File: config.mk
export PLATFORM = sky130hd
export DESIGN_NAME = instr_fetch
export DESIGN_NICKNAME = d
export VERILOG_FILES = /design/src/rtl/mps_pkg.sv /design/src/rtl/fetch_fifo.sv /design/src/rtl/instr_fetch.sv
export SDC_FILE = /design/constraint.sdc
export NUM_CORES = 1
export LEC_CHECK = 0
export CORE_MARGIN = 2
export CORE_UTILIZATION = 55
export DETAILED_ROUTE_END_ITERATION = 16
export PLACE_DENSITY = 0.79
export RECOVER_POWER = 100
export SLEW_MARGIN = 20
export SYNTH_ARGS = -nofsm -noshare
export SYNTH_HDL_FRONTEND = slang
export SYNTH_SLANG_ARGS = --single-unit
export TNS_END_PERCENT = 50
File: constraint.sdc
create_clock -name clock -period 4.2 [get_ports clock]
set_input_delay 0.63 -clock clock [delete_from_list [all_inputs] [get_ports clock]]
set_output_delay 0.63 -clock clock [all_outputs]
set_load 0.02 [all_outputs]
File: src/rtl/mps_pkg.sv
// ---------------------------------------------------------------------------
// mps_pkg
// Shared definitions for the instruction fetch unit: data/address widths,
// the default reset fetch address, the fetch FSM state type, the prefetch
// entry layout and a word-alignment helper.
// ---------------------------------------------------------------------------
package mps_pkg;

    localparam int INSTR_W = 32;
    localparam int ADDR_W  = 32;

    localparam logic [ADDR_W-1:0] DEFAULT_RESET_PC = 32'h0000_0000;

    // IDLE : no request outstanding
    // REQ  : request outstanding, its response will be kept
    // DRAIN: request outstanding, its response will be thrown away
    typedef enum logic [1:0] {
        FETCH_IDLE,
        FETCH_REQ,
        FETCH_DRAIN
    } fetch_state_e;

    // One prefetched instruction together with the address it came from.
    typedef struct packed {
        logic [ADDR_W-1:0]  pc;
        logic [INSTR_W-1:0] instr;
    } fetch_entry_t;

    function automatic logic [ADDR_W-1:0] word_align(input logic [ADDR_W-1:0] addr);
        return {addr[ADDR_W-1:2], 2'b00};
    endfunction

endpackage

File: src/rtl/fetch_fifo.sv
// ---------------------------------------------------------------------------
// fetch_fifo
// Prefetch FIFO of DEPTH entries (power of two, 2..16), WIDTH bits each.
// Ports:
//   clock, reset        rising-edge clock, asynchronous active-high reset
//   push, push_data     write one entry (ignored when full unless popping)
//   pop                 discard the head entry (ignored when empty)
//   flush               empty the FIFO; wins over push and pop
//   head_data           head entry, forced to zero while empty
//   full, empty, count  occupancy, all derived from registered state
// ---------------------------------------------------------------------------
module fetch_fifo #(
    parameter int DEPTH = 4,
    parameter int WIDTH = 64
) (
    input  logic                     clock,
    input  logic                     reset,
    input  logic                     push,
    input  logic [WIDTH-1:0]         push_data,
    input  logic                     pop,
    input  logic                     flush,
    output logic [WIDTH-1:0]         head_data,
    output logic                     full,
    output logic                     empty,
    output logic [$clog2(DEPTH):0]   count
);

    localparam int PTR_W = $clog2(DEPTH);
    localparam int CNT_W = PTR_W + 1;
    localparam logic [CNT_W-1:0] DEPTH_CNT = CNT_W'(DEPTH);

    logic [WIDTH-1:0] mem [DEPTH];
    logic [PTR_W-1:0] wr_ptr;
    logic [PTR_W-1:0] rd_ptr;
    logic             do_push;
    logic             do_pop;

    assign full    = (count == DEPTH_CNT);
    assign empty   = (count == '0);
    assign do_pop  = pop && !empty;
    assign do_push = push && (!full || do_pop);

    // Pointers wrap naturally because DEPTH is a power of two.
    // NOTE: sequential state is updated with <= so every flop samples the
    // pre-edge value of its neighbours, independent of statement order.
    always_ff @(posedge clock or posedge reset) begin
        if (reset) begin
            wr_ptr <= '0;
            rd_ptr <= '0;
            count  <= '0;
        end else if (flush) begin
            wr_ptr <= '0;
            rd_ptr <= '0;
            count  <= '0;
        end else begin
            if (do_push) wr_ptr <= wr_ptr + 1'b1;
            if (do_pop)  rd_ptr <= rd_ptr + 1'b1;
            case ({do_push, do_pop})
                2'b10:   count <= count + 1'b1;
                2'b01:   count <= count - 1'b1;
                default: count <= count;
            endcase
        end
    end

    // NOTE: the storage array has no reset; stale contents are never visible
    // because the head is masked while the FIFO is empty.
    always_ff @(posedge clock) begin
        if (do_push && !flush) mem[wr_ptr] <= push_data;
    end

    assign head_data = empty ? '0 : mem[rd_ptr];

endmodule

File: src/rtl/instr_fetch.sv
// ---------------------------------------------------------------------------
// instr_fetch
// Instruction prefetch unit: issues sequential word reads to instruction
// memory (one outstanding at a time), buffers the responses in a DEPTH-entry
// FIFO and presents them to the CPU with valid/ready handshaking. A redirect
// flushes everything and restarts fetching at redirect_pc (word-aligned);
// a response already in flight is dropped.
// Optional feature: define IFETCH_BYPASS_EN to let a response arriving while
// the FIFO is empty and the CPU is ready go straight to instr/pc/valid in the
// mem_ack cycle without being written into the FIFO.
// Ports:
//   clock, reset             rising-edge clock, asynchronous active-high reset
//   mem_req, mem_addr        memory read request and word-aligned address
//   mem_ack, mem_rdata       one-cycle response strobe and read data
//   instr, pc, valid         head instruction, its address, and its validity
//   ready                    CPU consumes the head when valid && ready
//   redirect, redirect_pc    fetch restart request and restart address
// ---------------------------------------------------------------------------
module instr_fetch
    import mps_pkg::*;
#(
    parameter int                DEPTH    = 4,
    parameter logic [ADDR_W-1:0] RESET_PC = DEFAULT_RESET_PC
) (
    input  logic               clock,
    input  logic               reset,
    output logic               mem_req,
    output logic [ADDR_W-1:0]  mem_addr,
    input  logic               mem_ack,
    input  logic [INSTR_W-1:0] mem_rdata,
    output logic [INSTR_W-1:0] instr,
    output logic [ADDR_W-1:0]  pc,
    output logic               valid,
    input  logic               ready,
    input  logic               redirect,
    input  logic [ADDR_W-1:0]  redirect_pc
);

    localparam int CNT_W = $clog2(DEPTH) + 1;
    localparam logic [CNT_W-1:0] DEPTH_CNT = CNT_W'(DEPTH);

    fetch_state_e      state;
    logic [ADDR_W-1:0] fetch_pc;
    logic [ADDR_W-1:0] redirect_aligned;

    fetch_entry_t      push_entry;
    fetch_entry_t      head_entry;
    logic              fifo_push;
    logic              fifo_pop;
    logic              fifo_full;
    logic              fifo_empty;
    logic [CNT_W-1:0]  fifo_count;
    logic              can_issue;
    logic              ack_kept;
    logic              bypass;

    assign redirect_aligned = word_align(redirect_pc);
    assign can_issue        = !fifo_full && (fifo_count < DEPTH_CNT);

    // A response is kept only when it answers a live request and no
    // redirect arrives in the same cycle.
    assign ack_kept = (state == FETCH_REQ) && mem_ack && !redirect;

`ifdef IFETCH_BYPASS_EN
    assign bypass = ack_kept && fifo_empty && ready;
`else
    assign bypass = 1'b0;
`endif

    assign push_entry = '{pc: fetch_pc, instr: mem_rdata};
    assign fifo_push  = ack_kept && !bypass;
    // Redirect acts as flush inside the FIFO and wins over this pop.
    assign fifo_pop   = ready && !fifo_empty;

    fetch_fifo #(
        .DEPTH (DEPTH),
        .WIDTH ($bits(fetch_entry_t))
    ) u_fifo (
        .clock     (clock),
        .reset     (reset),
        .push      (fifo_push),
        .push_data (push_entry),
        .pop       (fifo_pop),
        .flush     (redirect),
        .head_data (head_entry),
        .full      (fifo_full),
        .empty     (fifo_empty),
        .count     (fifo_count)
    );

    assign valid = !fifo_empty || bypass;
    assign instr = bypass ? mem_rdata : head_entry.instr;
    assign pc    = bypass ? fetch_pc  : head_entry.pc;

    // mem_req/mem_addr are registered and only change on entering REQ or on
    // the ack cycle, which keeps them stable for the life of a request.
    always_ff @(posedge clock or posedge reset) begin
        if (reset) begin
            state    <= FETCH_IDLE;
            fetch_pc <= RESET_PC;
            mem_req  <= 1'b0;
            mem_addr <= RESET_PC;
        end else begin
            case (state)
                FETCH_IDLE: begin
                    if (redirect) begin
                        fetch_pc <= redirect_aligned;
                    end else if (can_issue) begin
                        state    <= FETCH_REQ;
                        mem_req  <= 1'b1;
                        mem_addr <= fetch_pc;
                    end
                end
                FETCH_REQ: begin
                    if (mem_ack) begin
                        state    <= FETCH_IDLE;
                        mem_req  <= 1'b0;
                        fetch_pc <= redirect ? redirect_aligned : fetch_pc + 32'd4;
                    end else if (redirect) begin
                        state    <= FETCH_DRAIN;
                        fetch_pc <= redirect_aligned;
                    end
                end
                FETCH_DRAIN: begin
                    if (mem_ack) begin
                        state   <= FETCH_IDLE;
                        mem_req <= 1'b0;
                    end
                    if (redirect) fetch_pc <= redirect_aligned;
                end
                default: begin
                    state   <= FETCH_IDLE;
                    mem_req <= 1'b0;
                end
            endcase
        end
    end

endmodule

==> out/qor.csv <==
metric,value,unit
routed via count,7799,
status,"finished, violations left",
TritonCTS clock tree,yes,
yosys warns,0,
clock tree root buffer cell,clkbuf_16,
Leakage,5.747,nW
DR WL met3,1.889,mm
"CP delay by family, top",buffers and inverters,
final WL,27.83,mm
Critical Path AT,3110,ps
floorplan core area,24320,um2
total CTS buffers,31,
Total GRT Usage,0.2178,
H-tree depth,1,
CP Launch Type,register,
"commonest non-fill, non-tap cells in the layout","edfxtp_1 (256), dlygate4sd3_1 (105), dfrtp_1 (72)",
"Seq/Total Area, Yosys",0.7016,
# setup viols final,0,
top_reg_cell synth,edfxtp_1,
final instance area,16630,um2
min Tclk post-route,3739,ps
setup TNS,0,ps
slowest CP cell,dfrtp_4,
global-route wire length before repair,43.75,mm
final hold violation count,0,
Detailed Route Iter0 Violations,686,
"Distinct cells, synth",57,
placed inst area,15750,um2
maximum vdd drop,512.8,uV
Post-Synthesis Cells,803,
Hold Crit Class,reg -> reg,
fillers,1617,
post-DR vias/cell,5.886,
Slew headroom,-0.4955,
DRT met1 WL,11.71,mm
Starting Density,0.5590,
Die H,161.2,um
Post-CTS Resized,0,
largest net degree at the start of global routing,65,
worst path cell trace,clkbuf_2 > mux4_2 > and2_1 > dlygate4sd3_1,
Inserted Diodes,0,
CTS sink count,330,
area grow syn2layout,22.35,%
I/O Buffers,164,
#FFs+latches synth,330,
unrepaired setup endpoints after global routing,false,
synthesized area,13600,um2
detailed placement HPWL,17.61,mm
number of global-route vias before repair,7812,
DRT antenna net count,0,
Die W,161.2,um
CP Class,reg -> out,
number of synthesized flops with an enable pin,256,
Worst-Margin Slew,2243,ps
Mapped Nets,882,
DR top layer,met4,
clock latency at the later pin of the worst-skew pair,540,ps
"Setup Fix Bufs, Post-CTS",0,
period utilization,0.8903,
Top Ports,167,
WL met2,13.73,mm
Mean Syn Cell Area,16.93,um2
total grt overflow,0,
row count,57,
Longest Clk Path Bufs,3,
Worst Clk Skew,11.95,ps
max_cap viols,5,
"Slew Viols, Final",166,
critical path peak fanout,24,
Final nets,1057,
maximum clock rate,267.4,MHz
layout cells sized above 1,0.1608,
Clock transition at path regs,60,ps
Worst EP required,3570,ps
initial antenna violation count,0,
share of synthesized registers carrying an async set or reset,0.2242,
CP endpoint kind,output port,
failing checks,"capacitance limit, slew limit",
CTS Hold Bufs,0,
Residual DRC,0,
pwr/cell area,524.2,nW/um2
detailed-route wire length per cell,21.00,um
"most common cell after layout, fill and taps aside",edfxtp_1,
Die Area,25990,um2
GPL Wtd Cong,0.8651,
critical path's largest stage delay,740,ps
Detailed Routing Iterations Pass 1,6,
CP bufs+invs,2,
-- registers in the layout, summed over array words and instances (netlist names) --
register / flops
u_fifo.mem: 256
fetch_pc: 32
state: 2
u_fifo.count: 3
mem_req: 1
mem_addr: 32
u_fifo.rd_ptr: 2
u_fifo.wr_ptr: 2
-- power by group --
part / switching (mW) / leakage, nW / total [mW] / internal (mW)
Clock: 1.11 / 0.459 / 2.62 / 1.51
Sequential: 0.351 / 3.20 / 4.30 / 3.95
Combinational: 0.933 / 2.09 / 1.80 / 0.867
-- layout make-up --
cell class              count  area [um2]  share of cell area
multi-input cells         413        3809              0.2290
flip-flops and latches    330        9547              0.5739
repair buffers            187        1866              0.1122
clock inverters            12       105.1            0.006319
inverters                  15       57.56            0.003460
clock buffers              44       844.6             0.05077
well taps                 324       405.4             0.02437
-- cells in the mapped netlist (all sizes together) (6+ instances only) --
| cell | instances | share of area |
|---|---|---|
| edfxtp | 256 | 0.57 |
| and2 | 75 | 0.035 |
| dfrtp | 74 | 0.14 |
| mux4 | 64 | 0.11 |
| mux2 | 33 | 0.027 |
| nand2 | 30 | 0.0083 |
| clkbuf | 27 | 0.0075 |
| nand3 | 25 | 0.010 |
| nor2 | 25 | 0.0069 |
| buf | 18 | 0.0067 |
| a21oi | 17 | 0.0063 |
| inv | 15 | 0.0041 |
| o21ai | 14 | 0.0052 |
| a22oi | 10 | 0.0055 |
| nand4 | 10 | 0.0046 |
| nor3 | 10 | 0.0037 |
| ha | 9 | 0.0083 |
| o22a | 9 | 0.0058 |
| and4 | 6 | 0.0039 |
| nor2b | 6 | 0.0028 |
-- logic make-up (layout without fill, tap and decap cells) --
logic type      Yosys count  count (layout)  synth area share
buf+inv                  60             258           0.01831
mux                     100             100            0.1356
flops                   330             330            0.7016
simple gates            215             215           0.08991
fa+ha+maj                10              10          0.009755
xor+xnor                  2               2          0.001289
compound gates           86              86           0.04353
-- metal layers --
layer / track usage / up-vias
li1: - / 3511
met1: 0.3088 / 3932
met2: 0.3666 / 313
met3: 0.03005 / 43
met4: 0.04951 / 0
met5: 0 / -
-- worst paths after layout --
path                                   from                 to  slack (ps)  cells after the start
max                        u_fifo.rd_ptr[0]              pc[0]         460                      4
min                            mem_addr[26]       mem_addr[26]         500                      1
max reg2reg                        state[1]  u_fifo.mem[1][32]         540                      7
min reg2reg                    mem_addr[26]       mem_addr[26]         500                      1
max in group asynchronous             reset       mem_addr[21]        1550                      3
min in group asynchronous             reset       mem_addr[10]        1090                      2
-- through the flow --
step | power [mW] | std cells | setup WS, ps | utilization | hold WS [ps]
finish | 8.719 | 1325 | 460.7 | 0.6840 | 498.4
global route | 9.079 | 1325 | 267.1 | 0.6840 | 505.9
CTS | 8.888 | 1325 | 511.5 | 0.6866 | 508.4
detailed placement | 6.262 | 1269 | 1092 | 0.6475 | 490.0
global placement | 6.213 | 1269 | 1127 | 0.6475 | 490.1
floorplan | 5.380 | 803 | 823.0 | - | 483.4
No activity file was read; power rests on OpenSTA's default activity.
